`src/rtl/fb_pixel_writer.sv`:
```
// fb_pixel_writer: drains the rts/rtr pixel stream into framebuffer RAM,
// tracking raster position and pulsing frame_done after each frame.
module fb_pixel_writer #(
    parameter int DATA_WIDTH = 12,
    parameter int H_RES      = 160,
    parameter int V_RES      = 120,
    parameter int ADDR_WIDTH = 15,
    parameter logic [ADDR_WIDTH-1:0] BASE_ADDR = '0
) (
    input  logic                  clk,
    input  logic                  rst,
    input  logic                  start,
    input  logic                  abort,
    input  logic [DATA_WIDTH-1:0] in_data,
    input  logic                  in_rts,
    output logic                  in_rtr,
    output logic                  in_xfc,
    input  logic                  mem_busy,
    output logic                  mem_we,
    output logic [ADDR_WIDTH-1:0] mem_addr,
    output logic [DATA_WIDTH-1:0] mem_data,
    output logic [15:0]           x_pos,
    output logic [15:0]           y_pos,
    output logic                  busy,
    output logic                  frame_done
);

    typedef enum logic [1:0] {
        S_IDLE = 2'd0,
        S_RUN  = 2'd1,
        S_DONE = 2'd2
    } state_t;

    localparam logic [15:0] X_LAST = 16'(H_RES - 1);
    localparam logic [15:0] Y_LAST = 16'(V_RES - 1);

    state_t                  state_q;
    logic [15:0]             x_q, x_d;
    logic [15:0]             y_q, y_d;
    logic [ADDR_WIDTH-1:0]   addr_q, addr_d;
    logic                    we_q;
    logic [ADDR_WIDTH-1:0]   maddr_q;
    logic [DATA_WIDTH-1:0]   mdata_q;
    logic                    done_q;
    logic                    last_px;

    // Backpressure from the RAM gates acceptance in the same cycle.
    assign in_rtr = (state_q == S_RUN) && !mem_busy;
    assign in_xfc = in_rts && in_rtr;

    assign mem_we     = we_q;
    assign mem_addr   = maddr_q;
    assign mem_data   = mdata_q;
    assign x_pos      = x_q;
    assign y_pos      = y_q;
    assign busy       = (state_q == S_RUN);
    assign frame_done = done_q;

    always_comb begin
        x_d    = x_q;
        y_d    = y_q;
        addr_d = addr_q;
        if (in_xfc) begin
            addr_d = addr_q + ADDR_WIDTH'(1);
            if (x_q == X_LAST) begin
                x_d = '0;
                y_d = (y_q == Y_LAST) ? '0 : y_q + 16'd1;
            end else begin
                x_d = x_q + 16'd1;
            end
        end
    end

    assign last_px = in_xfc && (x_q == X_LAST) && (y_q == Y_LAST);

    always_ff @(posedge clk) begin
        if (rst) begin
            state_q <= S_IDLE;
            x_q     <= '0;
            y_q     <= '0;
            addr_q  <= BASE_ADDR;
            we_q    <= 1'b0;
            maddr_q <= '0;
            mdata_q <= '0;
            done_q  <= 1'b0;
        end else begin
            we_q   <= in_xfc;
            done_q <= 1'b0;
            if (in_xfc) begin
                maddr_q <= addr_q;
                mdata_q <= in_data;
            end
            unique case (state_q)
                S_IDLE: begin
                    if (start) begin
                        state_q <= S_RUN;
                        x_q     <= '0;
                        y_q     <= '0;
                        addr_q  <= BASE_ADDR;
                    end
                end
                S_RUN: begin
                    x_q    <= x_d;
                    y_q    <= y_d;
                    addr_q <= addr_d;
                    // abort outranks completion of the final pixel
                    if (abort) begin
                        state_q <= S_IDLE;
                    end else if (last_px) begin
                        state_q <= S_DONE;
                        done_q  <= 1'b1;
                    end
                end
                S_DONE: begin
                    state_q <= S_IDLE;
                end
                default: begin
                    state_q <= S_IDLE;
                end
            endcase
        end
    end

endmodule

```
`config.mk`:
```
export PLATFORM = sky130hd
export DESIGN_NAME = fb_pixel_writer
export DESIGN_NICKNAME = d
export VERILOG_FILES = /design/src/rtl/fb_pixel_writer.sv
export SDC_FILE = /design/constraint.sdc
export NUM_CORES = 1
export LEC_CHECK = 0
export CORE_UTILIZATION = 50
export DETAILED_ROUTE_END_ITERATION = 8
export GPL_TIMING_DRIVEN = 0
export PLACE_DENSITY = 0.78
export SYNTH_ARGS = -nofsm -noshare
export SYNTH_HDL_FRONTEND = slang
export SYNTH_SLANG_ARGS = --single-unit
```
`constraint.sdc`:
```
create_clock -name clk -period 5.2 [get_ports clk]
set_input_delay 1.04 -clock clk [delete_from_list [all_inputs] [get_ports clk]]
set_output_delay 1.04 -clock clk [all_outputs]
set_load 0.03 [all_outputs]
```
# Yosys cells after proc, flatten, opt, wreduce, memory -nomap -nowiden
# Cells that the tools add are included.
# totals
word_cells	46
register_bits	78
# op_classes
muxes	16
eq_ne	7
n_reduce_logical	11
addsub	3
bitwise	1
# ops
op	count
16-bit 2-to-1 mux	6
16-bit case mux with 2 select lines	2
16-bit by 1-bit adder with 16-bit output, second input constant	2
15-bit 2-to-1 mux	2
15-bit case mux with 2 select lines	1
16-bit by 7-bit == test with 1-bit output, second input constant	1
16-bit by 8-bit == test with 1-bit output, second input constant	1
15-bit by 1-bit adder with 15-bit output, second input constant	1
2-bit 2-to-1 mux	3
1-bit logical AND	4
2-bit inequality test, second input constant	2
2-bit case mux with 2 select lines	1
4-bit AND reduction	1
3-bit by 2-bit inequality test with 1-bit output, second input constant	1
3-bit AND reduction	1
3-bit OR reduction	1
2-bit by 1-bit == test with 1-bit output, second input constant	1
2-bit zero test	1
2-bit by 1-bit inequality test with 1-bit output, second input constant	1
2-bit AND reduction	1
2-bit nonzero test	1
1-bit zero test	1
1-bit 2-to-1 mux	1
1-bit inverter	1

# Logic depth before layout (Yosys ltp)
# logic_depth
depth_word	8
depth_mapped	9
depth_no_buf	6

# Worst setup path after synthesis
# No wires, ideal clock.
# synth_path
path_kind	input-to-output
startpoint	input port mem_busy
endpoint	output port in_xfc
setup_slack_ns	1.870
required_ns	4.160
n_path_buf	3
path_stages	5
t_arrival_ns	2.290
cell_sequence	nand4bb_1 -> clkbuf_1 -> inv_1 -> clkbuf_1 -> clkbuf_1
# synth_between
elab_chain_cells	3
# synth_rtl
item	line_no	text
start: declaration	18	input logic mem_busy,
1-bit zero test	48	assign in_rtr = (state_q == S_RUN) && !mem_busy;
1-bit logical AND	48	
1-bit logical AND	49	assign in_xfc = in_rts && in_rtr;
end: declaration	17	output logic in_xfc,
# Every way passes these cells.

# Final worst setup path
# Same ends and word-level chain as after synthesis.

==> results.toml <==
[outcome]
status = "finished, final reports clean"

[global_routing]
grt_max_degree = 13
grt_usage = 0.229
grt_overflow = 0
antenna_found_initial = 0
first_global_vias = 2831
grt_pass1_wl_mm = 13.2

[die]
die_area_um2 = 7220
initial_core_util = 0.530
fp.coreArea_um2 = 6490
num_rows = 29
fp.dieW_um = 85.0
io_pins = 82
chipHeight_um = 85.0

[routing]
wl_per_cell_um = 14.0
vias = 3147
route.detailed.drc = 0
wl_mm = 8.03
ant_nets = 0
drt-initial-drc-count = 108
drtPass1Iterations = 6
via_per_inst = 5.48

[finish]
multi_input_area_um2 = 1770
final_common_cell = "clkdlybuf4s50_1"
fillers = 523
layout_common_cells = "clkdlybuf4s50_1, dfxtp_1, nand2_1"
final_net_count = 514
area_growth_pct = 32.3
diodes = 0
register_area_um2 = 1560
drive_above_1_share = 0.0563

[pwr]
combPwrFrac = 0.073
leakagePower_nw = 1.44
swShare = 0.228
vdd_drop_max_uv = 143
power_density_nw_per_um2 = 261
switchingPower_w = 0.000271
internal_power_w = 0.000919
pwr-share-clk = 0.416
power_frac_seq = 0.511

[sta]
finalHoldViolCount = 0
finClkSkew_ps = 10.9
maxSlewViolCount = 0
max_slew_margin = 0.458
fmax_mhz = 210
fin_crit_ps = 4760
min_period_over_period = 0.915
setup_tns_ps = 0
rsz0062_at_grt = "false"
tightest_slew_ps = 811
hold_ws_ps = 456
setup-violations-final = 0

[synth]
syn-num-nets = 423
mappedNetlistArea_um2 = 3440
synth-main-ff-cell = "dfxtp_1"
avgSynthCellArea_um2 = 8.57
ys_types = 44
synth_seq_area_share = 0.453
yosys_warnings = 0
synth_edf_count = 0
synthArstFlopShare = 0
ys_ff_latch = 78
syn_inst = 402

[setup_path]
start_kind = "primary input"
cp.required_ps = 4160
worstSetupPathType = "primary input to output pin"
rrSetupSlack_ps = 2590
critPathCaptureType = "output pin"
path_max_fanout = 10
crit_arrival_ps = 3720

[clock_tree]
cts_buffers = 9
clock_latency_ps = 350
clkTransAtPathRegs_ps = 80
htreeDepth = 3
cts_tree = "done"
clockRootBuffer = "clkbuf_8"
postCtsSetupBuffers = 0
clk_path_buf_depth = 2
post_cts_resized = 0
cts.sink_count = 78
cts_hold_buf = 0

[place]
place_congestion = 0.879
portBuffers = 80
hpwl_mm = 5.81

[run]
maxCapViolations = 0

[worst_hold_path]
min_path_type = "register to register"
cell families after synthesis:
logic type | after synthesis | share of synthesized area
compound gates | 63 | 0.127
fa+ha+maj | 3 | 0.0109
flops | 78 | 0.453
mux | 5 | 0.0145
xor+xnor | 37 | 0.0941
simple gates | 191 | 0.268
buf+inv | 25 | 0.0320
registers in the layout, indices dropped and copies added, names as in the netlist:
| register | cells |
|---|---|
| x_pos | 16 |
| y_pos | 16 |
| addr_q | 15 |
| mem_addr | 15 |
| mem_data | 12 |
| state_q | 2 |
| frame_done | 1 |
| mem_we | 1 |
layer usage:
| metal | up-vias | global-route usage | wire length [um] |
|---|---|---|---|
| met5 | - | 0 | 0 |
| met1 | 1481 | 0.301 | 3770 |
| li1 | 1560 | - | - |
| met2 | 94 | 0.368 | 3740 |
| met3 | 12 | 0.0477 | 387 |
| met4 | 0 | 0.0909 | 139 |
synthesized netlist by cell type (2+ instances only):
master,count,area share
a211o_1,2,0.0051
nor2_1,47,0.051
nand4_1,5,0.0091
nand2b_1,4,0.0073
a31oi_1,2,0.0036
nor3_1,5,0.0073
and3_1,5,0.0091
and4_1,4,0.010
o21ai_0,5,0.0073
a211oi_1,5,0.011
nor4b_1,2,0.0051
nor3b_1,2,0.0044
a2111oi_4,3,0.024
or3b_2,4,0.010
nor2b_1,3,0.0055
buf_1,4,0.0044
o2111ai_1,2,0.0051
dfxtp_1,78,0.45
ha_1,3,0.011
xnor2_1,30,0.076
nand2_1,75,0.082
nor4_1,11,0.020
a21oi_1,38,0.055
nand3_1,9,0.013
xor2_1,7,0.018
and2_1,4,0.0073
nand4b_1,2,0.0051
o211ai_1,2,0.0044
inv_1,6,0.0065
mux2i_1,5,0.015
clkbuf_1,12,0.013
buf_6,2,0.0065
or4_1,3,0.0065
worst max-delay path: stages:
cell and delay [ps]:
clkdlybuf4s50_1 440, nand4bb_1 200, clkbuf_1 220, inv_1 260, clkbuf_1 390, clkbuf_1 410
clkdlybuf4s50_1 750
area by class of cell:
type	instances	share of cell area
inverter	6	0.00495
multi-input combinational	299	0.389
tap	77	0.0212
buffer	19	0.0192
timing repair buffer	80	0.176
clock buffer	12	0.0319
sequential	78	0.343
clock inverter	3	0.0151
through the flow:
stage / utilization / cell area, um^2 / instances / power (W) / worst slack [ps]
global placement: 0.668 / 4340 / 559 / 0.000708 / 511
floorplan: - / 3440 / 402 / 0.000672 / 1870
finish: 0.701 / 4550 / 574 / 0.00119 / 442
CTS: 0.701 / 4550 / 574 / 0.00120 / 477
global route: 0.701 / 4550 / 574 / 0.00124 / 236
detailed placement: 0.668 / 4340 / 559 / 0.000709 / 491
power by group through the flow:
stage | Combinational (W) | Clock [W] | Sequential [W]
final | 0.0000870 | 0.000495 | 0.000609
after detailed placement | 0.0000865 | 0 | 0.000623
after global placement | 0.0000854 | 0 | 0.000622
after CTS | 0.0000872 | 0.000502 | 0.000609
after floorplan | 0.0000419 | 0 | 0.000630
after global routing | 0.0000937 | 0.000532 | 0.000609
worst paths after layout:
| kind | cells past startpoint | startpoint | to |
|---|---|---|---|
| worst max-delay path | 7 | mem_busy | in_xfc |
| worst min-delay path | 2 | mem_addr[4] | mem_addr[4] |
| worst max register to register | 8 | x_pos[0] | x_pos[11] |
| worst min register to register | 2 | mem_addr[4] | mem_addr[4] |
Note: power is estimated with default switching activity, not from simulation.
